==> src/rtl/lemming_pkg.sv <==
// Shared types and constants for the lemming terrain model.
package lemming_pkg;

    localparam int DEPTH_W     = 3;
    localparam int SPLAT_LIMIT = 20;

    typedef enum logic [2:0] {
        ACT_NONE,
        ACT_FALL,
        ACT_DIG,
        ACT_LEFT,
        ACT_RIGHT
    } act_e;

endpackage

==> src/rtl/terrain_floor_mem.sv <==
// Per-column floor depth register file: async read, one write port (cfg write, else dig increment).
module terrain_floor_mem
    import lemming_pkg::*;
#(
    parameter int WIDTH = 16,
    parameter int POS_W = $clog2(WIDTH)
) (
    input  logic               clk,
    input  logic               areset_n,
    input  logic [POS_W-1:0]   rd_addr,
    output logic [DEPTH_W-1:0] rd_data,
    input  logic               cfg_we,
    input  logic [POS_W-1:0]   cfg_col,
    input  logic [DEPTH_W-1:0] cfg_data,
    input  logic               inc_en
);

    logic [DEPTH_W-1:0] mem_q [WIDTH];

    assign rd_data = mem_q[rd_addr];

    // NOTE: this array is a register file, not a RAM macro, so every cell is cleared on reset.
    always_ff @(posedge clk or negedge areset_n) begin
        if (!areset_n) begin
            for (int i = 0; i < WIDTH; i++) begin
                mem_q[i] <= '0;
            end
        end else if (cfg_we) begin
            mem_q[cfg_col] <= cfg_data;
        end else if (inc_en) begin
            mem_q[rd_addr] <= rd_data + 1'b1;
        end
    end

endmodule

==> src/rtl/lemming_terrain.sv <==
// Terrain environment for the lemming walker: position, depth, diggable floor map, Moore outputs.
// Optional SPLAT_MONITOR_EN adds a sticky splat output driven by a saturating fall counter.
module lemming_terrain
    import lemming_pkg::*;
#(
    parameter  int WIDTH      = 16,
    parameter  int MAX_DEPTH  = 7,
    parameter  int DIG_CYCLES = 4,
    parameter  int START_POS  = 0,
    localparam int POS_W      = $clog2(WIDTH)
) (
    input  logic               clk,
    input  logic               areset_n,
    input  logic               walk_left,
    input  logic               walk_right,
    input  logic               aaah,
    input  logic               digging,
    input  logic               dig_cmd,
    input  logic               cfg_we,
    input  logic [POS_W-1:0]   cfg_col,
    input  logic [DEPTH_W-1:0] cfg_floor,
    output logic               ground,
    output logic               bump_left,
    output logic               bump_right,
    output logic               dig,
    output logic [POS_W-1:0]   pos,
    output logic [DEPTH_W-1:0] height
`ifdef SPLAT_MONITOR_EN
    ,
    output logic               splat
`endif
);

    localparam int CNT_W = (DIG_CYCLES > 1) ? $clog2(DIG_CYCLES) : 1;

    logic [POS_W-1:0]   pos_q, pos_d;
    logic [DEPTH_W-1:0] height_q, height_d;
    logic [CNT_W-1:0]   dig_cnt_q, dig_cnt_d;
    logic               dig_q;
    logic [DEPTH_W-1:0] floor_at_pos;
    logic [DEPTH_W-1:0] cfg_floor_clamped;
    logic               dig_done;
    act_e               act;

    terrain_floor_mem #(
        .WIDTH (WIDTH),
        .POS_W (POS_W)
    ) u_floor (
        .clk      (clk),
        .areset_n (areset_n),
        .rd_addr  (pos_q),
        .rd_data  (floor_at_pos),
        .cfg_we   (cfg_we),
        .cfg_col  (cfg_col),
        .cfg_data (cfg_floor_clamped),
        .inc_en   (dig_done)
    );

    // Outputs depend only on registered state, so the walker FSM loop has no comb path.
    assign ground     = (height_q == floor_at_pos);
    assign bump_left  = (pos_q == '0) || (height_q != '0);
    assign bump_right = (pos_q == POS_W'(WIDTH - 1)) || (height_q != '0);
    assign dig        = dig_q;
    assign pos        = pos_q;
    assign height     = height_q;

    assign cfg_floor_clamped = (cfg_floor > DEPTH_W'(MAX_DEPTH)) ? DEPTH_W'(MAX_DEPTH) : cfg_floor;

    always_comb begin
        if (aaah)            act = ACT_FALL;
        else if (digging)    act = ACT_DIG;
        else if (walk_left)  act = ACT_LEFT;
        else if (walk_right) act = ACT_RIGHT;
        else                 act = ACT_NONE;
    end

    // NOTE: every signal gets a default before the case so no path leaves it unassigned (no latch).
    always_comb begin
        pos_d     = pos_q;
        height_d  = height_q;
        dig_cnt_d = '0;
        dig_done  = 1'b0;
        case (act)
            ACT_FALL: begin
                if (height_q < floor_at_pos) height_d = height_q + 1'b1;
            end
            ACT_DIG: begin
                if (ground && (floor_at_pos < DEPTH_W'(MAX_DEPTH))) begin
                    if (dig_cnt_q == CNT_W'(DIG_CYCLES - 1)) dig_done = 1'b1;
                    else                                     dig_cnt_d = dig_cnt_q + 1'b1;
                end
            end
            ACT_LEFT: begin
                if ((height_q == '0) && (pos_q != '0)) pos_d = pos_q - 1'b1;
            end
            ACT_RIGHT: begin
                if ((height_q == '0) && (pos_q != POS_W'(WIDTH - 1))) pos_d = pos_q + 1'b1;
            end
            default: ;
        endcase
        // Lowering the floor under the lemming lifts it back so height never exceeds floor.
        if (cfg_we && (cfg_col == pos_q) && (cfg_floor_clamped < height_d)) begin
            height_d = cfg_floor_clamped;
        end
    end

    // NOTE: state registers use non-blocking assignments so all flops update from the same pre-edge values.
    always_ff @(posedge clk or negedge areset_n) begin
        if (!areset_n) begin
            pos_q     <= POS_W'(START_POS);
            height_q  <= '0;
            dig_cnt_q <= '0;
            dig_q     <= 1'b0;
        end else begin
            pos_q     <= pos_d;
            height_q  <= height_d;
            dig_cnt_q <= dig_cnt_d;
            dig_q     <= dig_cmd;
        end
    end

`ifdef SPLAT_MONITOR_EN
    logic [4:0] fall_cnt_q, fall_cnt_d;
    logic       splat_q, splat_d;

    always_comb begin
        fall_cnt_d = '0;
        splat_d    = splat_q;
        if (aaah) begin
            fall_cnt_d = (fall_cnt_q == 5'd31) ? fall_cnt_q : fall_cnt_q + 1'b1;
        end else if (ground && (fall_cnt_q > 5'(SPLAT_LIMIT))) begin
            splat_d = 1'b1;
        end
    end

    always_ff @(posedge clk or negedge areset_n) begin
        if (!areset_n) begin
            fall_cnt_q <= '0;
            splat_q    <= 1'b0;
        end else begin
            fall_cnt_q <= fall_cnt_d;
            splat_q    <= splat_d;
        end
    end

    assign splat = splat_q;
`endif

endmodule

==> config.mk <==
export PLATFORM = sky130hd
export DESIGN_NAME = lemming_terrain
export DESIGN_NICKNAME = d
export VERILOG_FILES = /design/src/rtl/lemming_pkg.sv /design/src/rtl/terrain_floor_mem.sv /design/src/rtl/lemming_terrain.sv
export SDC_FILE = /design/constraint.sdc
export NUM_CORES = 1
export LEC_CHECK = 0
export CAP_MARGIN = 30
export CORE_ASPECT_RATIO = 1.25
export CORE_MARGIN = 2
export CORE_UTILIZATION = 30
export DETAILED_ROUTE_END_ITERATION = 8
export HOLD_SLACK_MARGIN = 0.15
export SLEW_MARGIN = 20
export SYNTH_ARGS = -nofsm -noshare
export SYNTH_HDL_FRONTEND = slang
export SYNTH_SLANG_ARGS = --single-unit
==> constraint.sdc <==
create_clock -name clk -period 3.6 [get_ports clk]
set_clock_uncertainty 0.05 [all_clocks]
set_input_delay 0.72 -clock clk [delete_from_list [all_inputs] [get_ports clk]]
set_output_delay 0.72 -clock clk [all_outputs]
set_load 0.005 [all_outputs]
==> Word level (Yosys, flattened, before mapping) <==
Index checks and enable logic that the tools add are counted.
{ "op_classes": {"n_addsub": 5, "order_cmp": 8, "n_eq_ne": 11, "muxes": 28, "bitwise": 2, "reduce_logical": 16} }
{ "op_table": {"columns": ["cell", "n"], "rows": [
  ["$bwmux W48", 2],
  ["$mux W48", 2],
  ["$mux W3", 12],
  ["$demux W3 S4", 2],
  ["$bmux W3 S4", 1],
  ["$ge A5 B5 Y1 const B", 2],
  ["$lt A5 B1 Y1 const B", 2],
  ["$not A4 Y5", 2],
  ["$mux W4", 2],
  ["$pmux W4 S2", 1],
  ["$logic_and A1 B1 Y1", 7],
  ["$add A3 B1 Y3 const B", 2],
  ["$eq A3 B2 Y1 const B", 2],
  ["$lt A3 B3 Y1", 2],
  ["$mux W2", 3],
  ["$add A4 B1 Y4 const B", 1],
  ["$eq A4 B4 Y1", 1],
  ["$eq A4 B4 Y1 const B", 1],
  ["$logic_not A4 Y1", 1],
  ["$ne A2 B2 Y1 const B", 2],
  ["$ne A4 B4 Y1 const B", 1],
  ["$reduce_bool A2 Y1", 2],
  ["$reduce_bool A4 Y1", 1],
  ["$sub A4 B1 Y4 const B", 1],
  ["12 further kinds", 15]
]} }
{ "word_totals": {"register_bits": 58, "inputBits": 15, "out_inout_bits": 11, "wordCells": 90} }

==> Depth between registers and ports, before layout <==
{ "logic_depth": {"depth_word": 10, "depth_mapped": 17, "ltp_nobuf": 15} }

==> By module <==
From an unflattened synthesis, not the netlist that was laid out.
{ "hier_totals": {"cells_unflattened": 446, "area_unflattened_um2": 4448.0} }
{ "by_module_without_submodules": {"columns": ["module", "instances", "cells_per_inst", "area_each_um2", "seq_area_each_um2"], "rows": [
  ["terrain_floor_mem", 1, 365, 3599.7, 1201.2],
  ["lemming_terrain", 1, 81, 848.3, 250.2]
]} }

==> Least setup slack after synthesis <==
OpenSTA, ideal clock, no wires.
{ "synth_timing": {"path_type": "register -> register", "startpoint": "register pos_q[0] (netlist: pos[0])", "endpoint": "register height_q[1] (netlist: height[1])", "setup_time_ps": 94, "arrival_ps": 3744, "required_time_ps": 3456, "path_slack_ps": -288, "stages_incl_launch_ff": 16, "path_buffers": 2, "synth_period_minus_slack_ps": 3888, "cell_sequence": "dfrtp_1 -> buf_6 -> buf_6 -> mux4_2 -> a22oi_1 -> and3_1 -> ha_1 -> nor2b_1 -> o21ai_0 -> nand3_1 -> xor2_1 -> ha_1 -> a211oi_1 -> and4b_1 -> mux2_2 -> a211oi_1"} }
{ "synth_via": {"elab_chain_cells": 10, "elab_cells_between_ends": 12, "classes_between": "order compare: 2; eq/ne: 1; mux: 6; bitwise: 1; reduce/logical: 2"} }
{ "synth_lines": {"columns": ["element", "line_no", "source"], "rows": [
  ["start, declared", "lemming_terrain.sv:36", "logic [POS_W-1:0] pos_q, pos_d;"],
  ["start signal, assigned", "lemming_terrain.sv:110", "pos_q <= POS_W'(START_POS);"],
  ["start signal, assigned", "lemming_terrain.sv:115", "pos_q <= pos_d;"],
  ["$not A4 Y5 (implied by the code)", "terrain_floor_mem.sv:20", "assign rd_data = mem_q[rd_addr];"],
  ["$bmux W3 S4", "terrain_floor_mem.sv:20", null],
  ["$mux W3 (implied by the code) (2 in a row)", "terrain_floor_mem.sv:20", null],
  ["$lt A3 B3 Y1", "lemming_terrain.sv:85", "if (height_q < floor_at_pos) height_d = height_q + 1'b1;"],
  ["$mux W3", "lemming_terrain.sv:85", null],
  ["$mux W3", "lemming_terrain.sv:83", "case (act)"],
  ["$lt A3 B3 Y1", "lemming_terrain.sv:102", "if (cfg_we && (cfg_col == pos_q) && (cfg_floor_clamped < height_d)) begin"],
  ["$logic_and A1 B1 Y1", "lemming_terrain.sv:102", null],
  ["$mux W3 *", "lemming_terrain.sv:102", null],
  ["net height_d[1]", "lemming_terrain.sv:37", "logic [DEPTH_W-1:0] height_q, height_d;"],
  ["end signal, assigned", "lemming_terrain.sv:116", "height_q <= height_d;"],
  ["end, declared", "lemming_terrain.sv:37", null]
]} }
Mark *: on every way through the listed nets, which the timed path passes. The rest lies on a longest branch. The select of a mux whose other input is x is not followed.
A chain may end at the register's enable or synchronous reset.

==> Worst setup path in the final report <==
Same ends and word-level chain as after synthesis.

==> summary.md <==
| Metric | Value |
|---|---|
| Status | finished clean |
| Worst endpoint required time | about 3.8 ns |
| # setup viols final | 0 |
| Layout cell share with drive strength beyond 1 | 24.45% |
| Clk pwr share | about a fifth |
| Max cap viols | 0 |
| Die Ht | between 100 and 150 µm |
| Gr ovfl total | 0 |
| Ant. Diodes | 0 |
| Drt first pass iters | 5 |
| Worst skew pair latency | 0.34 ns |
| FFs w/ async S/R, synth | 100.0% |
| Vias | 3676 |
| Flops & latches, synth | 58 |
| Nets | between 400 and 500 |
| Vias in the first global route | about 3700 |
| Critical Path Start Type | flop |
| Crit Path Class | flop to flop |
| Die ar. | between 10000 and 15000 µm² |
| Hold Crit Class | flop to flop |
| Design Power | roughly 4.5 mW |
| Final period utilization | 97.01% |
| H-tree depth | 3 |
| Fin. Hold Viols | 0 |
| Power per Cell Area | a little under 900 nW/µm² |
| Via/cell ratio | 5.882 |
| Post-synth EDFFs | 0 |
| IO Count | 26 |
| I/O Buffers | 25 |
| Initial antenna violation count | 0 |
| Residual DRC | 0 |
| Slew Viols, Final | 0 |
| CTS Buffer Depth | 2 |
| RSZ-0062 raised after global routing | true |
| Placer Congestion | ~0.90 |
| CP max FO | 5 |
| Gr usage total | 18.82% |
| YS warnings | 0 |
| Initial DRC count | 355 |
| Final ANT Viol Nets | 0 |
| Sequential group share of total power | between 20% and 30% |
| Library cells used by synthesis | 52 |
| Switching share of power | between 40% and 50% |
| DRT Wirelength | roughly 13000 µm |
| Row count | 47 |
| Floorplan Core Area | ~13000 µm² |
| Total CTS buffers | 9 |
| DP Worst Slack | -0.09107 ns |
| Worst-Margin Slew | around 0.77 ns |
| Routed wire per std cell | ~21 µm |
| Post-DP HPWL | roughly 9500 µm |
| Reg clk slew, reported paths | around 0.05 ns |
| Initial core utilization | between 30% and 40% |
| Die width | ~110 µm |
| Fill cells | roughly 1300 |
| CTS tree | built |
| Syn-to-layout area delta | 25.83% |
| Sequential element share of the synthesized area | a little over a third |
| Post-Syn Instances | between 400 and 500 |
| CTS sink count | 58 |
| P_sw | roughly 1.8 mW |
| Maximum VDD drop | roughly 0.00037 V |
| Gate power share | between 50% and 60% |
| CTS Root Cell | clkbuf_16 |
| Worst slew margin | 48.21% |
| Minimum clock period | approximately 3.5 ns |
| Largest net degree at the start of global routing | 59 |
| Worst Path Arrival | approximately 3.7 ns |
| Static Leakage | ~2 nW |
| Critical path endpoint category | flop |
| Internal | roughly 2.6 mW |
| Syn nets | approximately 430 |
| Syn Area/Cell | 9.821 µm² |
| Setup TNS | 0 ns |
| Max Clk Rate | approximately 290 MHz |
| Prevailing post-synth register cell | dfrtp_1 |
| First-pass GRT wire length | a little over 20000 µm |
| Post-Syn Area | 3968 µm² |
| Worst setup margin | 0.1075 ns |
| Hold WS | a little under 0.4 ns |
-- kinds of logic (layout without fill, tap and decap cells) --
| group | Yosys count | count (layout) | share of synthesized area (%) |
|---|---|---|---|
| XOR/XNOR | 8 | 8 | 1.766 |
| adder cells (fa/ha/maj) | 12 | 12 | 3.973 |
| buffers and inverters | 39 | 89 | 4.856 |
| flip-flops | 58 | 58 | 36.58 |
| AND/OR/NAND/NOR | 131 | 131 | 17.03 |
| multiplexers | 34 | 34 | 12.49 |
| AO/OA/AOI/OAI | 122 | 122 | 23.31 |
-- layout by cell type, fill, tap and decap left out, drive strengths merged, types with 3 or more instances in the layout --
cell,instances
and3,6
ha,11
mux4,10
a21oi,8
o211ai,11
o2bb2ai,27
a22oi,21
mux2i,3
or3,4
dfrtp,58
nand2,39
nand2b,3
mux2,21
a211oi,3
buf,34
xnor2,5
nor3,14
xor2,3
inv,15
o22ai,17
o21ai,14
a31oi,3
a2bb2oi,5
nor2b,7
nand3,17
nor2,26
clkdlybuf4s50,23
clkbuf,14
and2,6
-- final timing paths --
kind,from,cells past startpoint,endpoint,slack [ns]
max reg2reg,pos[0],14,height[1],0.11
min in group asynchronous,areset_n,2,height[0],0.47
max in group asynchronous,areset_n,2,pos[0],2.46
min,dig_cnt_q[0],1,dig_cnt_q[0],0.39
max,pos[0],14,height[1],0.11
min reg2reg,dig_cnt_q[0],1,dig_cnt_q[0],0.39
-- power by group through the flow --
stage,combinational [mW],clock (mW),sequential (mW)
floorplan,1.55,0,0.999
global placement,2.29,0,1.11
detailed placement,2.34,0,1.11
CTS,2.39,0.888,1.10
global route,2.67,0.917,1.13
finish,2.49,0.869,1.11
-- cells in the mapped netlist, types with 2 or more instances --
master | instances | area share [%]
a31oi_1 | 3 | 0.47
o211a_1 | 2 | 0.50
o2bb2ai_1 | 25 | 5.5
or3_1 | 4 | 0.63
clkbuf_1 | 15 | 1.4
inv_1 | 13 | 1.2
a2bb2oi_1 | 5 | 1.1
buf_6 | 4 | 1.1
and2_1 | 6 | 0.95
o22ai_1 | 17 | 2.7
nand3_1 | 12 | 1.5
mux2_2 | 20 | 5.7
xor2_1 | 3 | 0.66
o2bb2ai_2 | 2 | 0.76
nor2_1 | 26 | 2.5
nor2b_1 | 7 | 1.1
a22oi_1 | 21 | 4.0
a21o_1 | 2 | 0.38
o211ai_1 | 11 | 2.1
mux4_2 | 10 | 5.7
o21ai_0 | 12 | 1.5
o21a_1 | 2 | 0.38
dfrtp_1 | 58 | 37
ha_1 | 11 | 3.5
inv_2 | 2 | 0.19
a211oi_1 | 3 | 0.57
nand3_2 | 5 | 1.3
o221a_2 | 2 | 0.57
buf_2 | 4 | 0.50
nor3_1 | 14 | 1.8
nor3b_1 | 2 | 0.38
a21oi_1 | 8 | 1.0
xnor2_1 | 5 | 1.1
and3_1 | 6 | 0.95
nand2_1 | 38 | 3.6
o21ai_1 | 2 | 0.25
mux2i_1 | 3 | 0.76
nand2b_1 | 3 | 0.47
nor4_1 | 2 | 0.32
a2111oi_0 | 2 | 0.44
-- sequential cells by signal (all words and copies together), names as in the netlist --
signal	flops
dig	1
pos	4
height	3
u_floor.mem_q	48
dig_cnt_q	2
-- critical path: stages, from the launching register on --
cell and delay (ns):
dfrtp_2 0.40, buf_12 0.13, mux4_2 0.50, a22oi_2 0.21
and3_4 0.23, ha_4 0.20, nor2b_4 0.12, o21ai_2 0.15
nand3_2 0.11, xor2_2 0.18, ha_2 0.21, a211oi_2 0.14
and4b_2 0.34, mux2_4 0.32, a211oi_2 0.13
-- final cells by class --
class / instances / area (µm²) / share of cell area [%]
inverters: 15 / 56.30 / 1.128
well taps: 171 / 214.0 / 4.286
clock inverters: 2 / 35.03 / 0.7018
clock buffers: 14 / 264.0 / 5.288
repair buffers: 58 / 520.5 / 10.43
flip-flops and latches: 58 / 1453 / 29.10
multi-input cells: 307 / 2450 / 49.07
-- per-stage QoR --
stage	area (µm²)	utilization (%)	std cells
floorplan	4021	-	404
global placement	4586	35.13	607
detailed placement	4586	35.13	607
CTS	4916	37.66	624
global route	4992	38.24	625
finish	4992	38.24	625
-- layer usage --
| metal | global-route usage [%] | part of all wire, % | vias up |
|---|---|---|---|
| li1 | - | - | 1639 |
| met1 | 22.93 | 40 | 1815 |
| met2 | 30.82 | 49 | 185 |
| met3 | 4.039 | 7.1 | 37 |
| met4 | 10.17 | 4.3 | 0 |
| met5 | 0 | 0 | - |
-- timing repair --
| action | in CTS | in global routing |
|---|---|---|
| buffers inserted | 1 | 1 |
| resized for setup | 5 | 11 |
| hold buffers | 0 | 0 |
| pin swaps | 0 | 11 |
| endpoints found under the setup margin | 4 | 3 |
No activity file was read; power rests on OpenSTA's default activity.
